$ cat src/rtl/i2c_xfer_seq.sv
// I2C register-transaction sequencer: turns one register read/write request into
// START/WRITE/READ/STOP byte commands. Optional NACK retry: I2C_XFER_SEQ_RETRY_EN.
module i2c_xfer_seq #(
    parameter int unsigned RETRY_NUM = 3
) (
    input  logic       clk_i,
    input  logic       rst_n_i,
    input  logic       en_i,
    input  logic       req_valid_i,
    output logic       req_ready_o,
    input  logic       req_rnw_i,
    input  logic [6:0] req_dev_i,
    input  logic [7:0] req_reg_i,
    input  logic [7:0] req_wdat_i,
    output logic       rsp_valid_o,
    input  logic       rsp_ready_i,
    output logic [7:0] rsp_rdat_o,
    output logic       rsp_nack_o,
    output logic       rsp_al_o,
    output logic       busy_o,
    output logic       start_o,
    output logic       stop_o,
    output logic       read_o,
    output logic       write_o,
    output logic       ack_o,
    output logic [7:0] dat_o,
    input  logic       cmd_ack_i,
    input  logic       ack_i,
    input  logic [7:0] dat_i,
    input  logic       al_i
);

    typedef enum logic [2:0] {
        S_IDLE, S_DEVW, S_REG, S_WDAT, S_RSTA, S_RDAT, S_STOP, S_RESP
    } state_t;

    state_t     state;
    logic       issued;
    logic       rnw_q;
    logic [6:0] dev_q;
    logic [7:0] reg_q;
    logic [7:0] wdat_q;
    logic       nack_q;

    logic       c_sta, c_sto, c_rd, c_wr, c_ack;
    logic [7:0] c_dat;

`ifdef I2C_XFER_SEQ_RETRY_EN
    localparam int unsigned CW = (RETRY_NUM < 3) ? 2 : $clog2(RETRY_NUM + 1);
    logic [CW-1:0] retry_cnt;
    logic          dev_nack_q;
`endif

    assign req_ready_o = en_i & (state == S_IDLE) & ~rsp_valid_o;

    // Command pattern for the current state; loaded into the output registers
    // one cycle after state entry.
    always_comb begin
        c_sta = 1'b0;
        c_sto = 1'b0;
        c_rd  = 1'b0;
        c_wr  = 1'b0;
        c_ack = 1'b0;
        c_dat = '0;
        case (state)
            S_DEVW: begin c_sta = 1'b1; c_wr = 1'b1; c_dat = {dev_q, 1'b0}; end
            S_REG:  begin c_wr = 1'b1; c_dat = reg_q; end
            S_WDAT: begin c_wr = 1'b1; c_sto = 1'b1; c_dat = wdat_q; end
            S_RSTA: begin c_sta = 1'b1; c_wr = 1'b1; c_dat = {dev_q, 1'b1}; end
            S_RDAT: begin c_rd = 1'b1; c_sto = 1'b1; c_ack = 1'b1; end
            S_STOP: begin c_sto = 1'b1; end
            default: ;
        endcase
    end

    always_ff @(posedge clk_i) begin
        if (!rst_n_i) begin
            state       <= S_IDLE;
            issued      <= 1'b0;
            rnw_q       <= 1'b0;
            dev_q       <= '0;
            reg_q       <= '0;
            wdat_q      <= '0;
            nack_q      <= 1'b0;
            rsp_valid_o <= 1'b0;
            rsp_rdat_o  <= '0;
            rsp_nack_o  <= 1'b0;
            rsp_al_o    <= 1'b0;
            busy_o      <= 1'b0;
            start_o     <= 1'b0;
            stop_o      <= 1'b0;
            read_o      <= 1'b0;
            write_o     <= 1'b0;
            ack_o       <= 1'b0;
            dat_o       <= '0;
`ifdef I2C_XFER_SEQ_RETRY_EN
            retry_cnt   <= '0;
            dev_nack_q  <= 1'b0;
`endif
        end else begin
            case (state)
                S_IDLE: begin
                    if (req_ready_o && req_valid_i) begin
                        rnw_q      <= req_rnw_i;
                        dev_q      <= req_dev_i;
                        reg_q      <= req_reg_i;
                        wdat_q     <= req_wdat_i;
                        nack_q     <= 1'b0;
                        issued     <= 1'b0;
                        rsp_rdat_o <= '0;
                        rsp_nack_o <= 1'b0;
                        rsp_al_o   <= 1'b0;
                        busy_o     <= 1'b1;
                        state      <= S_DEVW;
`ifdef I2C_XFER_SEQ_RETRY_EN
                        retry_cnt  <= '0;
                        dev_nack_q <= 1'b0;
`endif
                    end
                end
                S_RESP: begin
                    if (rsp_ready_i) begin
                        rsp_valid_o <= 1'b0;
                        busy_o      <= 1'b0;
                        state       <= S_IDLE;
                    end
                end
                default: begin
                    // Arbitration loss wins over a same-cycle cmd_ack_i: the bus is
                    // no longer ours, so no STOP is attempted.
                    if (al_i) begin
                        {start_o, stop_o, read_o, write_o, ack_o} <= '0;
                        dat_o       <= '0;
                        issued      <= 1'b0;
                        rsp_al_o    <= 1'b1;
                        rsp_nack_o  <= 1'b0;
                        rsp_rdat_o  <= '0;
                        rsp_valid_o <= 1'b1;
                        state       <= S_RESP;
                    end else if (!issued) begin
                        start_o <= c_sta;
                        stop_o  <= c_sto;
                        read_o  <= c_rd;
                        write_o <= c_wr;
                        ack_o   <= c_ack;
                        dat_o   <= c_dat;
                        issued  <= 1'b1;
                    end else if (cmd_ack_i) begin
                        {start_o, stop_o, read_o, write_o, ack_o} <= '0;
                        dat_o  <= '0;
                        issued <= 1'b0;
                        case (state)
                            S_DEVW: begin
                                if (ack_i) begin
                                    nack_q <= 1'b1;
`ifdef I2C_XFER_SEQ_RETRY_EN
                                    dev_nack_q <= 1'b1;
`endif
                                    state  <= S_STOP;
                                end else begin
                                    state <= S_REG;
                                end
                            end
                            S_REG: begin
                                if (ack_i) begin
                                    nack_q <= 1'b1;
                                    state  <= S_STOP;
                                end else begin
                                    state <= rnw_q ? S_RSTA : S_WDAT;
                                end
                            end
                            S_WDAT: begin
                                rsp_nack_o  <= ack_i;
                                rsp_valid_o <= 1'b1;
                                state       <= S_RESP;
                            end
                            S_RSTA: begin
                                if (ack_i) begin
                                    nack_q <= 1'b1;
                                    state  <= S_STOP;
                                end else begin
                                    state <= S_RDAT;
                                end
                            end
                            S_RDAT: begin
                                rsp_rdat_o  <= dat_i;
                                rsp_valid_o <= 1'b1;
                                state       <= S_RESP;
                            end
                            S_STOP: begin
`ifdef I2C_XFER_SEQ_RETRY_EN
                                if (dev_nack_q && (retry_cnt < CW'(RETRY_NUM))) begin
                                    retry_cnt  <= retry_cnt + CW'(1);
                                    dev_nack_q <= 1'b0;
                                    nack_q     <= 1'b0;
                                    state      <= S_DEVW;
                                end else
`endif
                                begin
                                    rsp_nack_o  <= nack_q;
                                    rsp_valid_o <= 1'b1;
                                    state       <= S_RESP;
                                end
                            end
                            default: ;
                        endcase
                    end
                end
            endcase
        end
    end

endmodule

$ cat config.mk
export PLATFORM = sky130hd
export DESIGN_NAME = i2c_xfer_seq
export DESIGN_NICKNAME = d
export VERILOG_FILES = /design/src/rtl/i2c_xfer_seq.sv
export SDC_FILE = /design/constraint.sdc
export NUM_CORES = 1
export LEC_CHECK = 0
export CAP_MARGIN = 20
export CORE_MARGIN = 4
export CORE_UTILIZATION = 30
export CTS_BUF_LIST = sky130_fd_sc_hd__clkbuf_4
export CTS_CLUSTER_DIAMETER = 80
export DETAILED_ROUTE_END_ITERATION = 8
export SLEW_MARGIN = 20
export SYNTH_ARGS = -nofsm -noshare
export SYNTH_HDL_FRONTEND = slang
export SYNTH_SLANG_ARGS = --single-unit
export TNS_END_PERCENT = 100
$ cat constraint.sdc
create_clock -name clk_i -period 1.85 [get_ports clk_i]
set_input_delay 0.37 -clock clk_i [delete_from_list [all_inputs] [get_ports clk_i]]
set_output_delay 0.37 -clock clk_i [all_outputs]
set_load 0.02 [all_outputs]
==> flow_metrics.py <==
metrics = {
    "grt": {
        "grt_pass1_wl_um": 11600,
        "antenna_found_initial": 0,
        "grt_max_degree": 26,
        "track_usage_pct": 14.5,
        "globalRoute.totalOverflow": 0,
        "first_global_vias": 2370,
    },
    "clocking": {
        "clock_path_buffers": 2,
        "clockRootBuffer": "clkbuf_4",
        "clock_sinks": 53,
        "insertion_delay_ns": 0.38,
        "clkTransAtPathRegs_ns": 0.16,
        "cts.hold.buffers_added": 0,
        "cts_setup_buffers": 0,
        "numCtsBuffers": 5,
        "cts_max_level": 2,
        "cts_tree": "done",
    },
    "sta": {
        "drv_slew": 0,
        "worst_clock_skew_ns": 0.0127,
        "min_period_ns": 1.80,
        "setup_tns_ns": 0,
        "finalHoldViolCount": 0,
        "finalCritPeriodShare_pct": 97.0,
        "fmaxAchievable_mhz": 557,
        "tightest_slew_ns": 0.548,
        "final-setup-viol-count": 0,
        "max_slew_margin_pct": 63.3,
        "rsz0062_at_grt": "true",
        "timing.final.ws_setup_ns": 0.0549,
    },
    "setup_path": {
        "rrSetupSlack_ns": 0.08,
        "crit_buf_inv": 1,
        "r2r-end": "state[1]$_SDFFE_PN0P_",
        "critical_path_class": "reg -> out",
        "arrival_ns": 1.43,
        "rr_startpoint": "state[2]$_SDFFE_PN0P_",
        "worst_path_max_delay_cell": "or3_4",
        "endpoint": "req_ready_o",
        "worstPathMaxFanout": 2,
        "startpoint_type": "flop",
        "critPathRequiredTime_ns": 1.48,
        "critPathMaxStageDelay_ns": 0.39,
        "end_kind": "output pin",
        "cp_num_cells": 3,
        "critPathLaunch": "state[2]$_SDFFE_PN0P_",
        "r2r_cells": 6,
        "cpLargestDelayFamily": "simple AND/OR/NAND/NOR gates",
        "worstPathCellList": "or3_4 > nor3b_2 > buf_4",
    },
    "drt": {
        "drt-total-wl_um": 6880,
        "wire_per_inst_um": 14.3,
        "num_vias": 2353,
        "drcViolationCount": 0,
        "drt_first_pass_iters": 4,
        "viasPerCell": 4.90,
        "drtIter0Drc": 116,
        "drt.antenna.violating_nets": 0,
    },
    "logic_synthesis": {
        "synth_fp_nets": 336,
        "yosys.cell_types.count": 51,
        "synth_edf_count": 0,
        "synth-simple-area-share_pct": 21.4,
        "synthCells": 296,
        "synthArstFlopShare_pct": 0,
        "synthMuxAreaShare_pct": 7.13,
        "synth_xor_area_share_pct": 0.693,
        "synth-seq-cells": 53,
        "syn-cell-area_um2": 2530,
        "avgSynthCellArea_um2": 8.54,
        "synth_top_family_by_area": "compound AO/OA/AOI/OAI gates",
        "synth.yosys.warnings": 0,
        "synth_compound_area_share_pct": 24.5,
        "synth_fa_ha_area_share_pct": 0,
        "synthFlopType": "dfxtp_1",
        "yosysSeqAreaShare_pct": 42.0,
    },
    "placed_design": {
        "pre_cts_slack_ns": -0.231,
        "place_hpwl_um": 5060,
        "placed_area_um2": 3440,
        "routabilityCongestion": 0.863,
        "port-buffer-count": 65,
        "dp_cells": 472,
    },
    "hold_path": {
        "hp-class": "reg -> reg",
    },
    "die": {
        "die_w_um": 99.8,
        "core_um2": 8220,
        "dieHeight_um": 99.8,
        "ios": 66,
        "placementRows": 33,
        "start_util_pct": 30.8,
        "die-area_um2": 9960,
    },
    "layout": {
        "postLayoutCellArea_um2": 3530,
        "antenna_cells": 0,
        "nFillCells": 854,
        "drive_above_1_share_pct": 14.7,
        "fin_cells": 480,
        "nets": 414,
        "syn_to_final_growth_pct": 39.8,
    },
    "power_and_ir_drop": {
        "power.density_nw_per_um2": 1150,
        "total_power_w": 0.00407,
        "ir_drop_mv": 0.289,
        "p_leak_nw": 1.32,
    },
    "run": {
        "maxCapViolations": 0,
    },
    "run_status": {
        "status": "completed",
    },
}
==> worst min-delay path by stage <==
stage | start | cells after the start | endpoint
after floorplan | wdat_q[6]$_SDFFE_PN0P_ | 2 | wdat_q[6]$_SDFFE_PN0P_
after global placement | reg_q[0]$_SDFFE_PN0P_ | 2 | reg_q[0]$_SDFFE_PN0P_
after detailed placement | dat_o[6]$_SDFFE_PN0P_ | 1 | dat_o[6]$_SDFFE_PN0P_
after CTS | rsp_rdat_o[3]$_SDFFE_PN0P_ | 2 | rsp_rdat_o[3]$_SDFFE_PN0P_
after global routing | reg_q[6]$_SDFFE_PN0P_ | 2 | reg_q[6]$_SDFFE_PN0P_
final | wdat_q[6]$_SDFFE_PN0P_ | 2 | wdat_q[6]$_SDFFE_PN0P_
==> flip-flops by register name, summed over array words and instances, names as in the netlist <==
name	count
rsp_nack_o	1
ack_o	1
rsp_al_o	1
busy_o	1
dev_q	7
stop_o	1
issued	1
nack_q	1
rsp_rdat_o	8
wdat_q	8
state	3
dat_o	8
write_o	1
rsp_valid_o	1
rnw_q	1
start_o	1
reg_q	8
==> routing by layer <==
metal	routed length [µm]	part of all wire (%)	up-vias	global-route usage, %
met5	0	0	-	0
met4	115	1.7	0	3.99
met3	372	5.4	10	2.99
met2	3270	47	67	24.1
met1	3120	45	1076	19.0
li1	-	-	1200	-
==> placed cells by master (no fill, tap or decap), drive strengths merged, types with 2 or more instances in the layout <==
cell type,instances
a211oi,2
a21boi,27
a21oi,11
a31oi,2
a32o,7
a32oi,2
and2,4
and3,3
buf,29
clkbuf,6
clkdlybuf4s50,63
dfxtp,53
inv,2
mux2,8
mux2i,9
nand2,73
nand2b,2
nand4,2
nand4b,2
nor2,14
nor2b,6
nor3,2
nor3b,3
o211a,2
o21ai,9
o2bb2ai,8
or4,2
xor2,2
==> where the power goes <==
group	internal, W	switching (W)
registers	0.00133	0.000117
logic	0.000939	0.00114
clock network	0.000168	0.000379
total	0.00243	0.00164
==> final cells by class <==
cell class	count	area [µm²]	share of cell area [%]
multi-input combinational	220	1380	39.1
sequential	53	1060	30.1
clock inverter	2	13.8	0.390
clock buffer	6	45.0	1.28
timing repair buffer	93	893	25.3
inverter	1	3.75	0.106
tap	105	131	3.72
==> worst register-to-register path, cell delays in order, from the launching register on <==
cell	delay, ns
dfxtp_2	0.35
buf_4	0.17
buf_4	0.19
nand2b_1	0.15
a2111oi_1	0.44
nor4b_1	0.11
mux2_2	0.27
==> what timing repair did <==
action / 4_1_cts / 5_1_grt
setup endpoints to repair: 4 / 11
gates resized for setup: 9 / 8
pin swaps: 0 / 2
==> cells by family (layout without fill, tap and decap cells) <==
kind of cell              Yosys count  count (layout)
and+or+nand+nor                   118             118
AOI/OAI and AO/OA                  83              83
DFF                                53              53
buffers and inverters              23             102
muxes                              17              17
xor gates and xnor gates            2               2
==> cells in the mapped netlist (all sizes together) (2+ instances only) <==
| master | number | area share (%) |
|---|---|---|
| a211oi | 2 | 0.59 |
| o21ai | 9 | 1.8 |
| nor3b | 3 | 0.89 |
| nor2 | 14 | 2.2 |
| o2bb2ai | 8 | 2.8 |
| xor2 | 2 | 0.69 |
| nand4b | 2 | 0.69 |
| a21boi | 27 | 8.0 |
| mux2 | 8 | 3.6 |
| a21oi | 11 | 2.2 |
| or4 | 2 | 0.59 |
| and2 | 4 | 0.99 |
| mux2i | 9 | 3.6 |
| nand2 | 73 | 11 |
| a31oi | 2 | 0.49 |
| buf | 9 | 2.2 |
| a32o | 7 | 2.8 |
| nor2b | 6 | 1.5 |
| dfxtp | 53 | 42 |
| nand2b | 2 | 0.49 |
| a32oi | 2 | 0.69 |
| clkbuf | 13 | 1.9 |
| o211a | 2 | 0.79 |
| nor3 | 2 | 0.59 |
| and3 | 3 | 0.74 |
| nand4 | 2 | 0.49 |
==> through the flow <==
stage / hold slack (ns) / util (%)
finish: 0.468 / 43.0
detailed placement: 0.447 / 41.9
global placement: 0.446 / 41.9
CTS: 0.472 / 42.7
floorplan: 0.432 / -
global route: 0.498 / 43.0
(Power assumes the default switching activity.)
